### config.mk
export PLATFORM = sky130hd
export DESIGN_NAME = ifq
export DESIGN_NICKNAME = d
export VERILOG_FILES = /design/src/rtl/ifq.sv
export SDC_FILE = /design/constraint.sdc
export NUM_CORES = 1
export LEC_CHECK = 0
export ABC_AREA = 1
export CAP_MARGIN = 20
export CORE_MARGIN = 4
export CORE_UTILIZATION = 57
export DETAILED_ROUTE_END_ITERATION = 10
export PLACE_DENSITY = 0.89
export RECOVER_POWER = 50
export SETUP_SLACK_MARGIN = 0.15
export SYNTH_ARGS = -nofsm -noshare
export SYNTH_HDL_FRONTEND = slang
export SYNTH_SLANG_ARGS = --single-unit
export TNS_END_PERCENT = 20
### constraint.sdc
create_clock -name clk -period 11.8 [get_ports clk]
set_clock_uncertainty 0.05 [all_clocks]
set_input_delay 2.36 -clock clk [delete_from_list [all_inputs] [get_ports clk]]
set_output_delay 2.36 -clock clk [all_outputs]
set_load 0.01 [all_outputs]
### src/rtl/ifq.sv
// ifq: instruction fetch queue between the instruction cache and dispatch.
// Fetches 128-bit lines (4 x 32-bit instructions) into a line FIFO and hands
// one instruction plus its PC per cycle to dispatch. A redirect from dispatch
// flushes the queue and restarts fetch at the target.
//
// Handshake contract:
//   icache side: icache_rd_en is a request for line icache_pc. A line is
//     accepted only in a cycle where icache_rd_en and icache_dout_valid are
//     both high; a request without valid (miss) is simply repeated next cycle
//     with the same address.
//   dispatch side: ifq_empty=0 means ifq_inst/ifq_pc_out are valid. A cycle
//     with ifq_rd_en=1 and ifq_empty=0 consumes the head instruction;
//     ifq_rd_en while empty has no effect.
//   A redirect strobe overrides both sides in its cycle: neither the pop nor
//     the cache return of that cycle takes effect.
module ifq #(
  parameter int          DEPTH    = 4,
  parameter int          ADDR_W   = 2,
  parameter logic [31:0] RESET_PC = 32'h0000_0000
) (
  input  logic         clk,
  input  logic         rst,
  output logic [31:0]  icache_pc,
  output logic         icache_rd_en,
  input  logic [127:0] icache_dout,
  input  logic         icache_dout_valid,
  output logic [31:0]  ifq_pc_out,
  output logic [31:0]  ifq_inst,
  output logic         ifq_empty,
  input  logic         ifq_rd_en,
  input  logic [31:0]  ifq_jump_branch_address,
  input  logic         ifq_jump_branch_valid
);

  localparam logic [ADDR_W:0] PTR_ONE  = {{ADDR_W{1'b0}}, 1'b1};
  localparam logic [ADDR_W:0] PTR_ZERO = '0;

  // Line storage and queue pointers (MSB of each pointer is the wrap bit).
  logic [127:0]      r_mem [DEPTH];
  logic [ADDR_W:0]   r_wr_ptr;
  logic [ADDR_W:0]   r_rd_ptr;
  logic [1:0]        r_rd_word;
  logic [31:0]       r_fpc;
  logic [31:0]       r_rpc;

  logic              w_empty;
  logic              w_full;
  logic              w_wr_en;
  logic              w_pop;
  logic              w_pop_line;
  logic [31:0]       w_redirect_pc;
  logic [31:0]       w_fpc_next_line;
  logic [127:0]      w_head_line;

  // Queue status is derived only from registered pointers: no same-cycle bypass.
  always_comb begin
    w_empty = (r_wr_ptr == r_rd_ptr);
    w_full  = (r_wr_ptr[ADDR_W-1:0] == r_rd_ptr[ADDR_W-1:0]) &&
              (r_wr_ptr[ADDR_W] != r_rd_ptr[ADDR_W]);
  end

  // Fetch request, write/pop qualifiers and address arithmetic.
  always_comb begin
    icache_rd_en    = rst & ~w_full & ~ifq_jump_branch_valid;
    icache_pc       = {r_fpc[31:4], 4'b0000};
    w_wr_en         = icache_rd_en & icache_dout_valid;
    w_pop           = rst & ~ifq_jump_branch_valid & ifq_rd_en & ~w_empty;
    w_pop_line      = w_pop & (r_rd_word == 2'd3);
    w_redirect_pc   = {ifq_jump_branch_address[31:2], 2'b00};
    w_fpc_next_line = {r_fpc[31:4] + 28'd1, 4'b0000};
  end

  // Head-of-queue presentation to dispatch.
  always_comb begin
    w_head_line = r_mem[r_rd_ptr[ADDR_W-1:0]];
    ifq_inst    = w_head_line[{r_rd_word, 5'b00000} +: 32];
    ifq_pc_out  = r_rpc;
    ifq_empty   = w_empty;
  end

  // Line storage: written only on an accepted cache return.
  always_ff @(posedge clk) begin
    if (w_wr_en) begin
      r_mem[r_wr_ptr[ADDR_W-1:0]] <= icache_dout;
    end
  end

  // Fetch side: write pointer and fetch PC. Reset, then redirect, take priority.
  always_ff @(posedge clk) begin
    if (!rst) begin
      r_wr_ptr <= PTR_ZERO;
      r_fpc    <= RESET_PC;
    end else if (ifq_jump_branch_valid) begin
      r_wr_ptr <= PTR_ZERO;
      r_fpc    <= w_redirect_pc;
    end else if (w_wr_en) begin
      r_wr_ptr <= r_wr_ptr + PTR_ONE;
      r_fpc    <= w_fpc_next_line;
    end
  end

  // Read side: read pointer, word-in-line and read PC.
  always_ff @(posedge clk) begin
    if (!rst) begin
      r_rd_ptr  <= PTR_ZERO;
      r_rd_word <= RESET_PC[3:2];
      r_rpc     <= RESET_PC;
    end else if (ifq_jump_branch_valid) begin
      // Refill starts line-aligned; rd_word skips words below the target.
      r_rd_ptr  <= PTR_ZERO;
      r_rd_word <= ifq_jump_branch_address[3:2];
      r_rpc     <= w_redirect_pc;
    end else if (w_pop) begin
      r_rd_word <= r_rd_word + 2'd1;
      r_rpc     <= r_rpc + 32'd4;
      if (w_pop_line) begin
        r_rd_ptr <= r_rd_ptr + PTR_ONE;
      end
    end
  end

endmodule
==> qor.yml <==
outcome: "finished with violations"
violations: "max-capacitance violations, max-slew violations"
grt_pass1_vias: 16900
hpwlAfterDp_um: 41700
wl_um: 67800
synth_cell_types: 40
wl_per_cell_um: 22.9
crit_type: "in -> out"
cts_root_buffer: "clkbuf_16"
crit_fanout: 46
fmax_mhz: 115
path_clk_slew_ps: 60
drc: 0
fin_crit_sh_pct: 73.5
finalHoldViolCount: 0
post_cts_resized: 0
path_common_cell: "nand2_1"
nNetsFinal: 2490
yosysSeqAreaShare_pct: 66.9
synthArstFlopShare_pct: 0
synthCells: 2099
synthFlopType: "edfxtp_1"
gp_congestion: 0.952
syn_area_mm2: 0.0250
finalSetupViolCount: 0
grt_max_degree: 106
path_buf_inv: 6
grt_pass1_wl_um: 99800
cts_tree: "yes"
cp_top_family: "buffers and inverters"
clk_latency_ps: 590
rrSetupSlack_ps: 8210
ios: 263
antenna_found_initial: 32
synth_edf_count: 512
layout-drive-gt1-share_pct: 5.93
grtUsageTotal_pct: 27.4
layout_setup_ws_ps: 3130
cp-end-kind: "output pin"
ant_nets: 0
die_h_um: 218
ys_ff_latch: 580
tightest_slew_ps: 2190
worstPathRequired_ps: 9390
die-area_mm2: 0.0473
slew_viol_final: 47
rows: 76
drv_cap: 1
drt-pass1-iter-count: 5
ir_worst_vdd_mv: 0.197
cp.arrival_ps: 6260
critPathSlowestCell: "clkbuf_1"
die_w_um: 218
min_path_type: "reg -> reg"
area_growth_pct: 18.4
cts_max_path_buffers: 3
min_period_ps: 8670
initial_core_util_pct: 57.8
postSynthAreaPerCell_um2: 11.9
cp_cell_sequence: "dlygate4sd3_1, clkbuf_1, inv_4, nand2_1, inv_2, nand2_1, inv_1, clkdlybuf4s50_1"
maxSlewHeadroom_pct: -45.8
cp_slowest_stage_delay_ps: 1560
coreArea_mm2: 0.0433
p_per_area_mw_per_mm2: 145
leakage_nw: 10.1
start_kind: "input port"
ctsHoldBuffers: 0
grt_setup_unrepaired: "no"
viasPerCell: 5.99
cts_setup_buffers: 0
grt_overflow: 0
tns_ps: 0
yosys_warnings: 0
place_ws_ps: 4660
cts_num_sinks: 580
cts_buffers: 55
h-tree-depth: 2
dr_total_vias: 17800
port_buffers: 254
drt_iter0_markers: 1847
per-stage QoR:
stage / total power, mW / hold WS, ps / util (%) / cells / cell area (um^2)
floorplan: 2.44 / 448 / - / 2104 / 25000
global placement: 2.60 / 463 / 64.0 / 2839 / 27700
detailed placement: 2.61 / 485 / 64.0 / 2839 / 27700
CTS: 4.32 / 497 / 68.1 / 2939 / 29500
global route: 4.43 / 525 / 68.5 / 2961 / 29600
finish: 4.30 / 492 / 68.5 / 2964 / 29600
tightest hold or removal path, cell delays in order (launching register included):
cell,delay [ps]
dfxtp_1,330
inv_1,100
a21oi_1,70
metal layers:
metal  vias to the layer above  wire [um]  track usage [%]
met5                         -        145                0
met4                        22       3090             12.1
met3                       187       6580             6.98
met2                      1006      32700             44.4
met1                      8568      25300             35.4
li1                       7977          -                -
worst paths after layout:
kind,endpoint,startpoint,depth (start not counted)
hold reg to reg,flip-flop,r_rd_ptr[0]$_SDFFE_PP0P_,2
setup / recovery,icache_rd_en,ifq_jump_branch_valid,8
hold / removal,flip-flop,r_rd_ptr[0]$_SDFFE_PP0P_,2
setup reg to reg,r_mem[1][96]$_DFFE_PP_,r_wr_ptr[0]$_SDFFE_PP0P_,8
layout by cell type, fill, tap and decap left out, drive strengths merged, types with 19 or more instances in the layout:
cell,synthesis,layout
a21oi,189,189
buf,62,23
clkbuf,60,72
clkdlybuf4s50,0,67
clkinv,0,20
dfxtp,68,68
diode,0,19
dlygate4sd3,0,187
edfxtp,512,512
inv,214,214
mux2i,128,128
nand2,274,274
nand3,98,98
nor2,93,93
o211ai,128,128
o21ai,218,218
registers in the layout (all words and copies together), names as in the netlist, named ones only:
signal,cells
ifq_pc_out,30
r_fpc,28
r_wr_ptr,3
r_mem,512
r_rd_ptr,3
r_rd_word,2
cell usage after synthesis (10+ instances only):
library cell / number / area [um^2]
a21oi_1: 189 / 946
buf_2: 18 / 90.1
buf_4: 16 / 120
buf_6: 10 / 113
clkbuf_1: 60 / 225
dfxtp_1: 68 / 1360
edfxtp_1: 512 / 15400
inv_1: 205 / 769
mux2i_1: 128 / 1280
nand2_1: 268 / 1010
nand3_1: 95 / 475
nor2_1: 78 / 293
nor2_2: 12 / 75.1
o211ai_1: 128 / 961
o21ai_0: 187 / 936
o21ai_1: 31 / 155
layout make-up:
class	count	area, um^2
fillers	2833	13600
well taps	585	732
inverters	214	810
flip-flops and latches	580	16700
clock buffers	71	1490
multi-input cells	1188	6700
repair buffers	278	2830
diodes	19	47.5
clock inverters	29	273
power by group:
part,internal [mW],switching [mW]
clock,0.997,0.744
combinational,0.115,0.157
sequential,2.26,0.0275
total,3.37,0.928
cells by family after synthesis:
family / Yosys count / share of synthesized area (%)
simple gates: 486 / 8.38
other cells: 1 / 0.0150
compound gates: 549 / 12.4
mux: 128 / 5.12
buf+inv: 336 / 6.44
fa+ha+maj: 8 / 0.400
flops: 580 / 66.9
xor+xnor: 11 / 0.385
(Power assumes the default switching activity.)
